==> src/rtl/alu_pkg.sv <==
// Shared definitions for the ALU control encoder and the iterative_alu decoder.
// Keeping the operation codes here stops the two ends from drifting apart.
package alu_pkg;

  localparam int ALU_SEL_W = 4;

  localparam logic [ALU_SEL_W-1:0] ALU_ADD  = 4'b0000;
  localparam logic [ALU_SEL_W-1:0] ALU_SUB  = 4'b0001;
  localparam logic [ALU_SEL_W-1:0] ALU_SLL  = 4'b0010;
  localparam logic [ALU_SEL_W-1:0] ALU_SRL  = 4'b0011;
  localparam logic [ALU_SEL_W-1:0] ALU_SRA  = 4'b0100;
  localparam logic [ALU_SEL_W-1:0] ALU_XOR  = 4'b0101;
  localparam logic [ALU_SEL_W-1:0] ALU_OR   = 4'b0110;
  localparam logic [ALU_SEL_W-1:0] ALU_AND  = 4'b0111;
  localparam logic [ALU_SEL_W-1:0] ALU_SLT  = 4'b1000;
  localparam logic [ALU_SEL_W-1:0] ALU_SLTU = 4'b1001;

  typedef enum logic [1:0] {
    ST_IDLE  = 2'd0,
    ST_SHIFT = 2'd1,
    ST_DONE  = 2'd2
  } alu_state_e;

  function automatic logic is_shift(input logic [ALU_SEL_W-1:0] sel);
    return (sel == ALU_SLL) || (sel == ALU_SRL) || (sel == ALU_SRA);
  endfunction

endpackage

==> src/rtl/alu_shift_step.sv <==
// One-bit shift of the accumulator; left fills with zero, right fills with
// zero or the sign bit depending on the arithmetic flag.
module alu_shift_step #(
  parameter int XLEN = 32
) (
  input  logic [XLEN-1:0] acc,
  input  logic            shift_left,
  input  logic            arith,
  output logic [XLEN-1:0] shifted
);

  always_comb begin
    if (shift_left) begin
      shifted = {acc[XLEN-2:0], 1'b0};
    end else begin
      shifted = {arith & acc[XLEN-1], acc[XLEN-1:1]};
    end
  end

endmodule

==> src/rtl/iterative_alu.sv <==
// Multi-cycle RV32I execute unit: single-cycle logic/arithmetic, bit-serial
// shifts, results and compare flags held until the consumer accepts them.
module iterative_alu
  import alu_pkg::*;
#(
  parameter int XLEN = 32
) (
  input  logic                 clk,
  input  logic                 rst,
  input  logic                 flush,
  input  logic                 in_valid,
  output logic                 in_ready,
  input  logic [ALU_SEL_W-1:0] alu_select,
  input  logic [XLEN-1:0]      op_a,
  input  logic [XLEN-1:0]      op_b,
  output logic                 out_valid,
  input  logic                 out_ready,
  output logic [XLEN-1:0]      result,
  output logic                 eq,
  output logic                 lt,
  output logic                 ltu,
  output logic                 illegal
);

  localparam int SHAMT_W = $clog2(XLEN);

  alu_state_e          state_q, state_d;
  logic [SHAMT_W-1:0]  count_q;
  logic                shift_left_q;
  logic                shift_arith_q;

  logic [SHAMT_W-1:0]  shamt;
  logic                accept;
  logic                start_shift;
  logic                cmp_eq, cmp_lt, cmp_ltu;
  logic [XLEN-1:0]     alu_value;
  logic                illegal_op;
  logic [XLEN-1:0]     shifted;

  assign shamt       = op_b[SHAMT_W-1:0];
  assign accept      = (state_q == ST_IDLE) && in_valid && !flush;
  assign start_shift = is_shift(alu_select) && (shamt != '0);

  assign cmp_eq  = (op_a == op_b);
  assign cmp_lt  = ($signed(op_a) < $signed(op_b));
  assign cmp_ltu = (op_a < op_b);

  // Single-cycle result; a zero-amount shift simply passes op_a through.
  // NOTE: every combinational output gets a default first so no path can infer a latch.
  always_comb begin
    alu_value  = '0;
    illegal_op = 1'b0;
    case (alu_select)
      ALU_ADD:                   alu_value = op_a + op_b;
      ALU_SUB:                   alu_value = op_a - op_b;
      ALU_SLL, ALU_SRL, ALU_SRA: alu_value = op_a;
      ALU_XOR:                   alu_value = op_a ^ op_b;
      ALU_OR:                    alu_value = op_a | op_b;
      ALU_AND:                   alu_value = op_a & op_b;
      ALU_SLT:                   alu_value = {{(XLEN-1){1'b0}}, cmp_lt};
      ALU_SLTU:                  alu_value = {{(XLEN-1){1'b0}}, cmp_ltu};
      default:                   illegal_op = 1'b1;
    endcase
  end

  alu_shift_step #(.XLEN(XLEN)) u_shift_step (
    .acc        (result),
    .shift_left (shift_left_q),
    .arith      (shift_arith_q),
    .shifted    (shifted)
  );

  always_comb begin
    state_d = state_q;
    case (state_q)
      ST_IDLE:  if (accept) state_d = start_shift ? ST_SHIFT : ST_DONE;
      ST_SHIFT: if (count_q == SHAMT_W'(1)) state_d = ST_DONE;
      ST_DONE:  if (out_ready) state_d = ST_IDLE;
      default:  state_d = ST_IDLE;
    endcase
    if (flush) state_d = ST_IDLE;
  end

  // NOTE: sequential state uses non-blocking assignments so every register samples pre-edge values.
  always_ff @(posedge clk) begin
    if (rst) state_q <= ST_IDLE;
    else     state_q <= state_d;
  end

  // The result register doubles as the shift accumulator; out_valid is low
  // while it is being shifted, so the intermediate values are never consumed.
  always_ff @(posedge clk) begin
    if (rst) begin
      result        <= '0;
      eq            <= 1'b0;
      lt            <= 1'b0;
      ltu           <= 1'b0;
      illegal       <= 1'b0;
      count_q       <= '0;
      shift_left_q  <= 1'b0;
      shift_arith_q <= 1'b0;
    end else if (flush) begin
      count_q <= '0;
    end else if (accept) begin
      eq            <= cmp_eq;
      lt            <= cmp_lt;
      ltu           <= cmp_ltu;
      illegal       <= illegal_op;
      shift_left_q  <= (alu_select == ALU_SLL);
      shift_arith_q <= (alu_select == ALU_SRA);
      if (start_shift) begin
        result  <= op_a;
        count_q <= shamt;
      end else begin
        result  <= alu_value;
        count_q <= '0;
      end
    end else if (state_q == ST_SHIFT) begin
      result  <= shifted;
      count_q <= count_q - SHAMT_W'(1);
    end
  end

  assign in_ready  = (state_q == ST_IDLE);
  assign out_valid = (state_q == ST_DONE);

endmodule
==> config.mk <==
export PLATFORM = sky130hd
export DESIGN_NAME = iterative_alu
export DESIGN_NICKNAME = d
export VERILOG_FILES = /design/src/rtl/alu_pkg.sv /design/src/rtl/alu_shift_step.sv /design/src/rtl/iterative_alu.sv
export SDC_FILE = /design/constraint.sdc
export NUM_CORES = 1
export LEC_CHECK = 0
export CAP_MARGIN = 30
export CELL_PAD_IN_SITES_DETAIL_PLACEMENT = 1
export CELL_PAD_IN_SITES_GLOBAL_PLACEMENT = 1
export CORE_MARGIN = 8
export CORE_UTILIZATION = 45
export CTS_CLUSTER_SIZE = 30
export DETAILED_ROUTE_END_ITERATION = 8
export PLACE_DENSITY = 0.94
export SETUP_SLACK_MARGIN = 0.15
export SLEW_MARGIN = 10
export SYNTH_ARGS = -nofsm -noshare
export SYNTH_HDL_FRONTEND = slang
export SYNTH_HIERARCHICAL = 1
export SYNTH_SLANG_ARGS = --single-unit
export TNS_END_PERCENT = 50
==> constraint.sdc <==
create_clock -name clk -period 7.47 [get_ports clk]
set_clock_uncertainty 0.05 [all_clocks]
set_input_delay 1.8675 -clock clk [delete_from_list [all_inputs] [get_ports clk]]
set_output_delay 1.8675 -clock clk [all_outputs]
set_load 0.02 [all_outputs]
# ---- Word level (Yosys, flattened, before mapping)
# Index checks and enable logic that the tools add are counted.
dict set report op_classes {
  bitwise_logic 5
  mul 0
  eq_ne 16
  n_shift 0
  mux 14
  order_cmp 2
  n_addsub 3
  reduce_logical 16
  n_div 0
}
# cell count
set ops {}
lappend ops {{32-bit one-hot mux with 8 select lines} 1}
lappend ops {{32-bit 2-to-1 mux} 4}
lappend ops {{32-bit less-than comparator} 2}
lappend ops {{32-bit adder} 1}
lappend ops {{32-bit AND} 1}
lappend ops {{32-bit equality test} 1}
lappend ops {{32-bit OR} 1}
lappend ops {{32-bit subtractor} 1}
lappend ops {{32-bit bitwise XOR} 1}
lappend ops {{4-bit by 3-bit equality test with 1-bit output (second input constant)} 4}
lappend ops {{5-bit 2-to-1 mux} 3}
lappend ops {{10-bit OR reduction} 1}
lappend ops {{4-bit by 2-bit equality test with 1-bit output (second input constant)} 2}
lappend ops {{4-bit equality test (second input constant)} 2}
lappend ops {{2-bit 2-to-1 mux} 4}
lappend ops {{2-bit one-hot mux with 3 select lines} 1}
lappend ops {{5-bit by 1-bit equality test with 1-bit output (second input constant)} 1}
lappend ops {{5-bit nonzero test} 1}
lappend ops {{5-bit by 1-bit subtractor with 5-bit output (second input constant)} 1}
lappend ops {{4-bit by 1-bit equality test with 1-bit output (second input constant)} 1}
lappend ops {{4-bit logical NOT} 1}
lappend ops {{2-bit by 1-bit != test with 1-bit output (second input constant)} 2}
lappend ops {{2-bit AND reduction} 2}
lappend ops {{1-bit logical AND} 3}
lappend ops {{13 further kinds} 14}
dict set report word_totals {
  ram_bits 0
  latch_bits 0
  out_inout_bits 38
  regBits 45
  romBits 0
  mem_count 0
  input_bits 73
  wordCells 65
}

# ---- Depth between registers and ports, before layout
# Gate-level depths: netlist of run 1.
dict set report depth {
  ltp_word 7
  ltp_mapped 12
}

# ---- Cells and area by module
# Netlist of run 1, hierarchy kept.
# mod area_each_um2 seq_area_each_um2 cells_each n_inst
set by_module_without_submodules {}
lappend by_module_without_submodules {iterative_alu 7936.4 900.9 1159 1}
lappend by_module_without_submodules {alu_shift_step 524.3 0.0 38 1}

# ---- Worst setup path before layout of run 1
# OpenSTA, ideal clock, no wires.
dict set report synth_path {
  path_type {in2reg}
  startpoint {input port op_a[1]}
  endpoint {register result[27]}
  n_path_buf 0
  slack_ns 3.032
  stages 11
  arrival_time_ns 4.246
  required_ns 7.279
  setup_ns 0.141
  cell_sequence {inv_1 ha_1 o21ba_1 a2111o_1 a211oi_2 o21ai_2 o41ai_4 a21o_1 a211oi_1 a2111oi_0 a221oi_1}
}
dict set report synth_via {
  elab_chain_len 4
  elab_cells_between_ends 5
  cone_classes {add/sub (2); mux (3)}
}
# element line_no
set synth_rtl {}
lappend synth_rtl {{start: declaration} iterative_alu.sv:14} ;# input logic [XLEN-1:0] op_a,
lappend synth_rtl {{32-bit subtractor or 32-bit adder (tied branches)} {iterative_alu.sv:55, iterative_alu.sv:54}}
lappend synth_rtl {{32-bit one-hot mux with 8 select lines *} iterative_alu.sv:53} ;# case (alu_select)
lappend synth_rtl {{32-bit 2-to-1 mux *} iterative_alu.sv:111} ;# if (start_shift) begin
lappend synth_rtl {{32-bit 2-to-1 mux *} iterative_alu.sv:104} ;# end else if (accept) begin
lappend synth_rtl {{end signal: assignment} iterative_alu.sv:112} ;# result <= op_a;
lappend synth_rtl {{end signal: assignment} iterative_alu.sv:115} ;# result <= alu_value;
lappend synth_rtl {{end signal: assignment} iterative_alu.sv:119} ;# result <= shifted;
lappend synth_rtl {{end: declaration} iterative_alu.sv:18} ;# output logic [XLEN-1:0] result,
# Mark *: on every way between the ends. The rest lies on a longest branch, timed or not.
# A chain may end at the register's enable or synchronous reset.

# ---- Worst setup path in the final report of run 1
dict set report layout_path {
  startpoint {input port op_a[0]}
  endpoint {register result[16]}
}
# The elaborated chain is that of the path after synthesis.

==> qor.csv, run 1 <==
stage,metric,value,unit
hold_path,worstHoldEndpoint,illegal,
logic_synthesis,synth_edf_count,0,
sta,tns,0,ps
global_route,grt_pass1_wl,56600,um
critical_path,endpoint_kind,flop,
clocking,cts_root_buffer,clkbuf_16,
finish,fin_cells,1480,
pwr,power_leakage,3.91,nW
clocking,post_cts_resized,0,
run,drv_cap,0,
sta,worst_pin_slew,974,ps
run_status,outcome,"finished, final reports clean",
route,detail-route-antenna-nets,0,
route,wl_per_cell,24.5,um
global_route,track_usage,29.4,%
pwr,p_per_area,111,nW/um2
global_route,grt_max_degree,73,
critical_path,r2r_setup_slack,4800,ps
clocking,cts.sinks,45,
hold_path,hp-start,illegal,
sta,rsz0062_at_grt,no,
clocking,cts_setup_buffers,0,
sta,slew_violations,0,
logic_synthesis,synth_cell_types,83,
route,drc_errors,0,
critical_path,crit_path_start,op_a[0],
critical_path,worstPathRequired,7580,ps
finish,drive_gt1_share,7.22,%
global_route,overflow,0,
route,drt_iter0_markers,992,
route,drt_wl_total,36200,um
logic_synthesis,synthTopCellsByCount,"a21oi_1 (123), nand2_1 (115), ha_1 (113)",
finish,antenna_cells,0,
logic_synthesis,synth_ff_type,dfxtp_1,
critical_path,crit_fanout,6,
critical_path,worstReg2RegEnd,result[11],
die,rows,50,
logic_synthesis,yosysMostFrequentCell,a21oi_1,
clocking,clk_latency,310,ps
sta,slew-limit-headroom,35.1,%
sta,period_needed,5360,ps
logic_synthesis,synth_area_leaders,"ha_1 (17%), dfxtp_1 (11%), a21oi_1 (7.3%), nand2_1 (5.1%), o21ai_0 (4.9%)",
logic_synthesis,syn_area,8460,um2
critical_path,critPathLaunchType,input pin,
logic_synthesis,ys_ff_latch,45,
route,vias,10200,
logic_synthesis,synth_top_cell_by_area,ha_1,
clocking,clk_pin_slew,80,ps
die,die_width,153,um
logic_synthesis,netlist.area_leader.share,16.7,%
critical_path,critPathArrivalTime,5470,ps
global_route,grt_pass1_vias,10300,
die,core_region_area,18600,um2
placed_design,gp_congestion,0.950,
clocking,cts_tree,built,
placed_design,portBuffers,110,
die,die_h,153,um
pwr,ir_drop,0.0000902,V
die,io_pins,111,
sta,setup_viol,0,
global_route,antenna_found_initial,0,
sta,clock.fmax,0.187,GHz
hold_path,hp-class,flop to flop,
clocking,ctsHoldBuffers,0,
clocking,cts_buffer_depth,2,
logic_synthesis,syn_inst,1197,
clocking,cts_buffers,5,
logic_synthesis,async_reset_ff_share,0,%
die,die-area,23400,um2
critical_path,timing.rr.start,state_q[0],
hold_path,whs_path_depth,2,
route,via_per_inst,6.92,
placed_design,place_inst,1472,
finish,area_growth,15.3,%
route,firstDrtPassIters,5,
logic_synthesis,ys_warn_count,6,
logic_synthesis,ys_seq_area_share,10.6,%
finish,fillCellCount,2374,
placed_design,post-dp-hpwl,26700,um
critical_path,ff2ff_path_depth,8,
clocking,ctsHtreeMaxLevel,2,
logic_synthesis,avgSynthCellArea,7.07,um2
sta,finalHoldViolations,0,
sta,fin_crit_sh,71.7,%
finish,final_nets,1433,
die,initial_core_util,45.5,%
critical_path,path_class,input pin to flop,
logic_synthesis,syn-num-nets,1385,
## layout make-up
| class | count | area, um2 | area share [%] |
|---|---|---|---|
| inverters | 97 | 364 | 3.73 |
| flip-flops and latches | 45 | 902 | 9.24 |
| multi-input cells | 967 | 6810 | 69.8 |
| repair buffers | 129 | 1240 | 12.7 |
| clock inverters | 3 | 25.0 | 0.256 |
| clock buffers | 5 | 125 | 1.28 |
| well taps | 234 | 293 | 3.00 |
## worst max-delay path, stage by stage
cell,delay (ps)
clkdlybuf4s50_1,570
inv_1,100
ha_1,240
fa_1,430
o21bai_1,240
a211oi_1,120
o21bai_1,510
a2111oi_4,200
o31a_1,320
o31ai_1,270
xnor2_1,110
a211oi_1,360
a211oi_1,120
## power breakdown
part	internal (W)	switching, W
clock	0.000127	0.000128
combinational	0.000208	0.000364
sequential	0.000246	0.00000908
## state kept, by name, summed over array words and instances (netlist names)
signal         count
lt                 1
eq                 1
result            32
shift_left_q       1
illegal            1
count_q            5
state_q            2
ltu                1
shift_arith_q      1
## per-layer routing
| metal | GRT usage [%] | up-vias | wire [um] |
|---|---|---|---|
| li1 | - | 4478 | - |
| met4 | 13.7 | 0 | 1740 |
| met1 | 36.9 | 4978 | 14600 |
| met5 | 0 | - | 0 |
| met2 | 48.5 | 631 | 16400 |
| met3 | 4.91 | 159 | 3460 |
## cell families (layout without fill, tap and decap cells)
group,count (synthesis),after routing,synth area share (%)
AOI/OAI and AO/OA,452,452,36.7
and+or+nand+nor,353,353,19.3
buffers and inverters,185,234,9.09
adders and majority gates,115,115,17.2
DFF,45,45,10.6
muxes,38,38,6.14
xor gates and xnor gates,9,9,0.932
## placed cells by master, fill, tap and decap left out, types with 27 or more instances in the layout
| cell | n |
|---|---|
| a21oi_1 | 123 |
| nand2_1 | 115 |
| ha_1 | 113 |
| clkdlybuf4s50_1 | 109 |
| nor2_1 | 101 |
| inv_1 | 97 |
| o21ai_0 | 82 |
| dfxtp_1 | 44 |
| nand3_1 | 28 |
| mux2_4 | 27 |
## how the worst max path moves through the flow
| stage | endpoint | slack (ps) | cells past startpoint |
|---|---|---|---|
| final | result[16] | 2110 | 13 |
| after floorplan | result[27] | 3030 | 11 |
| after detailed placement | result[16] | 1910 | 13 |
| after global placement | result[30] | 2040 | 12 |
| after global routing | result[16] | 1950 | 13 |
| after CTS | result[16] | 2210 | 13 |
## stage by stage
stage               power (W)  setup WS (ps)  utilization (%)  cell area, um2  hold WS (ps)
floorplan            0.000617           3030                -            8460           395
global placement     0.000790           2040             51.7            9610           414
detailed placement   0.000810           1910             51.7            9610           427
CTS                   0.00106           2210             52.5            9760           437
global route          0.00112           1950             52.5            9760           450
finish                0.00108           2110             52.5            9760           436
Power figures use the tool's default switching activity.
==> inputs of run 2 (changes only) <==
- CORE_UTILIZATION: 45 -> 42
- PLACE_DENSITY: 0.94 -> 0.89
- clock period: 7.47 -> 5.6 ns (I/O delays scaled with it)
==> run 2 against run 1 <==
Design area rose by 0.88%. Clock-buffer cell count rose by 1. Critical path depth fell by 1. Total power rose by 30%. Via count fell by 2.2%. Cell count rose by 2.8%. First-iteration DRC count fell by 5.3%. Highest routed layer unchanged.
==> qor.csv, run 2 (synthesis results as in run 1) <==
stage,metric,value,unit
clocking,cts_buffers,5,
critical_path,crit_fanout,12,
finish,layout.area.seq,902,um2
route,wl_per_cell,23.1,um
finish,final_cell_mix,"a21oi_1 (123), nand2_1 (115), ha_1 (113)",
sta,rsz0062_at_grt,no,
route,firstDrtPassIters,5,
global_route,grt_max_degree,45,
sta,tns,0,ps
clocking,clk_latency,300,ps
sta,period_needed,4900,ps
run_status,outcome,"finished, final reports clean",
sta,slew-limit-headroom,46.8,%
route,detail-route-antenna-nets,0,
run,drv_cap,0,
critical_path,ff2ff_path_depth,8,
sta,final.setup.worst_slack,702,ps
finish,fin_util,49.3,%
critical_path,critPathLaunchType,input pin,
critical_path,path_cells,clkdlybuf4s50_1 > inv_1 > ha_1 > a21oi_1 > o21bai_1 > a221o_1 > a2111oi_2 > nor2_1 > a221o_1 > a31oi_1 > mux2i_1 > o2bb2ai_1,
sta,worst_pin_slew,791,ps
route,drt_iter0_markers,939,
finish,final_common_cell,a21oi_1,
hold_path,whs_path_depth,2,
sta,setup_viol,0,
critical_path,cpMostUsedCell,a221o_1,
global_route,grt_pass1_wl,55300,um
finish,largest_reg_flops,32,
critical_path,path_buf_inv,2,
pwr,ir_drop,0.000131,V
placed_design,post-dp-hpwl,27100,um
global_route,track_usage,27.6,%
sta,clock.fmax,0.204,GHz
finish,fillCellCount,2605,
finish,multi_input_area,6810,um2
placed_design,gp_congestion,0.934,
critical_path,crit_slowest_cell,clkdlybuf4s50_1,
placed_design,place_ws,482,ps
clocking,ctsHoldBuffers,0,
critical_path,endpoint_kind,flop,
sta,finalHoldViolations,0,
critical_path,path_class,input pin to flop,
critical_path,crit_family,compound AO/OA/AOI/OAI gates,
die,die_h,158,um
finish,antenna_cells,0,
die,rows,52,
placed_design,portBuffers,110,
global_route,overflow,0,
die,die_width,158,um
finish,top_regs,"result (32), count_q (5), state_q (2)",
clocking,cts_setup_buffers,0,
finish,final_nets,1439,
sta,timing.hold.ws,422,ps
global_route,grt_pass1_vias,10100,
sta,slew_violations,0,
finish,drive_gt1_share,7.59,%
die,initial_core_util,42.4,%
die,core_region_area,20000,um2
clocking,ctsHtreeMaxLevel,2,
sta,fin_crit_sh,87.5,%
clocking,post_cts_resized,0,
hold_path,hp-class,flop to flop,
global_route,antenna_found_initial,0,
critical_path,max_stage_delay,580,ps
route,drt_wl_total,35200,um
clocking,cts.sinks,45,
clocking,clk_pin_slew,60,ps
clocking,cts_tree,built,
critical_path,crit_cells,12,
clocking,cts_root_buffer,clkbuf_16,
clocking,cts_buffer_depth,2,
route,via_per_inst,6.59,
pwr,p_per_area,144,nW/um2
die,die-area,24900,um2
pwr,power_leakage,3.93,nW
critical_path,worstPathRequired,5720,ps
route,drc_errors,0,
finish,area_growth,16.4,%
finish,regMostFlops,result,
route,vias,10000,
die,io_pins,111,
critical_path,critPathArrivalTime,5020,ps
[run 2: layout make-up]
class / instances / share of cell area, %
Clock inverter: 1 / 0.0763
Tap cell: 270 / 3.43
Timing Repair Buffer: 135 / 13.0
Inverter: 97 / 3.70
Sequential cell: 45 / 9.16
Clock buffer: 6 / 1.41
Multi-Input combinational cell: 967 / 69.2
[run 2: per-layer routing]
metal / track usage [%] / vias to the layer above / wire (um)
met4: 12.8 / 0 / 1600
met1: 34.7 / 4928 / 14400
met5: 0 / - / 0
li1: - / 4482 / -
met2: 46.2 / 494 / 16300
met3: 3.71 / 118 / 2840
[run 2: path summary, 6_finish.rpt]
check             start         end  slack [ps]
max             op_a[9]  result[30]         700
max reg2reg  state_q[0]  result[31]        3070
min             illegal     illegal         420
min reg2reg     illegal     illegal         420
[run 2: through the flow]
step / total power [W] / std cells / area (um2)
4_1_cts: 0.00139 / 1520 / 9840
3_3_place_gp: 0.00106 / 1513 / 9690
3_5_place_dp: 0.00108 / 1513 / 9690
2_1_floorplan: 0.000823 / 1197 / 8460
5_1_grt: 0.00148 / 1521 / 9840
6_report: 0.00141 / 1521 / 9840
[run 2: worst reg2reg max path: stages, from the launching register on]
cell and delay [ps]:
dfxtp_1 500, nor2_1 130, or3_1 590, nor3_1 450, buf_4 250, o21ai_0 140, nor2_1 140, a2bb2oi_1 80
o22ai_1 120
[run 2: power by group]
| group | switching (W) | internal (W) |
|---|---|---|
| Sequential | 0.0000121 | 0.000329 |
| Clock | 0.000139 | 0.000176 |
| Combinational | 0.000478 | 0.000279 |
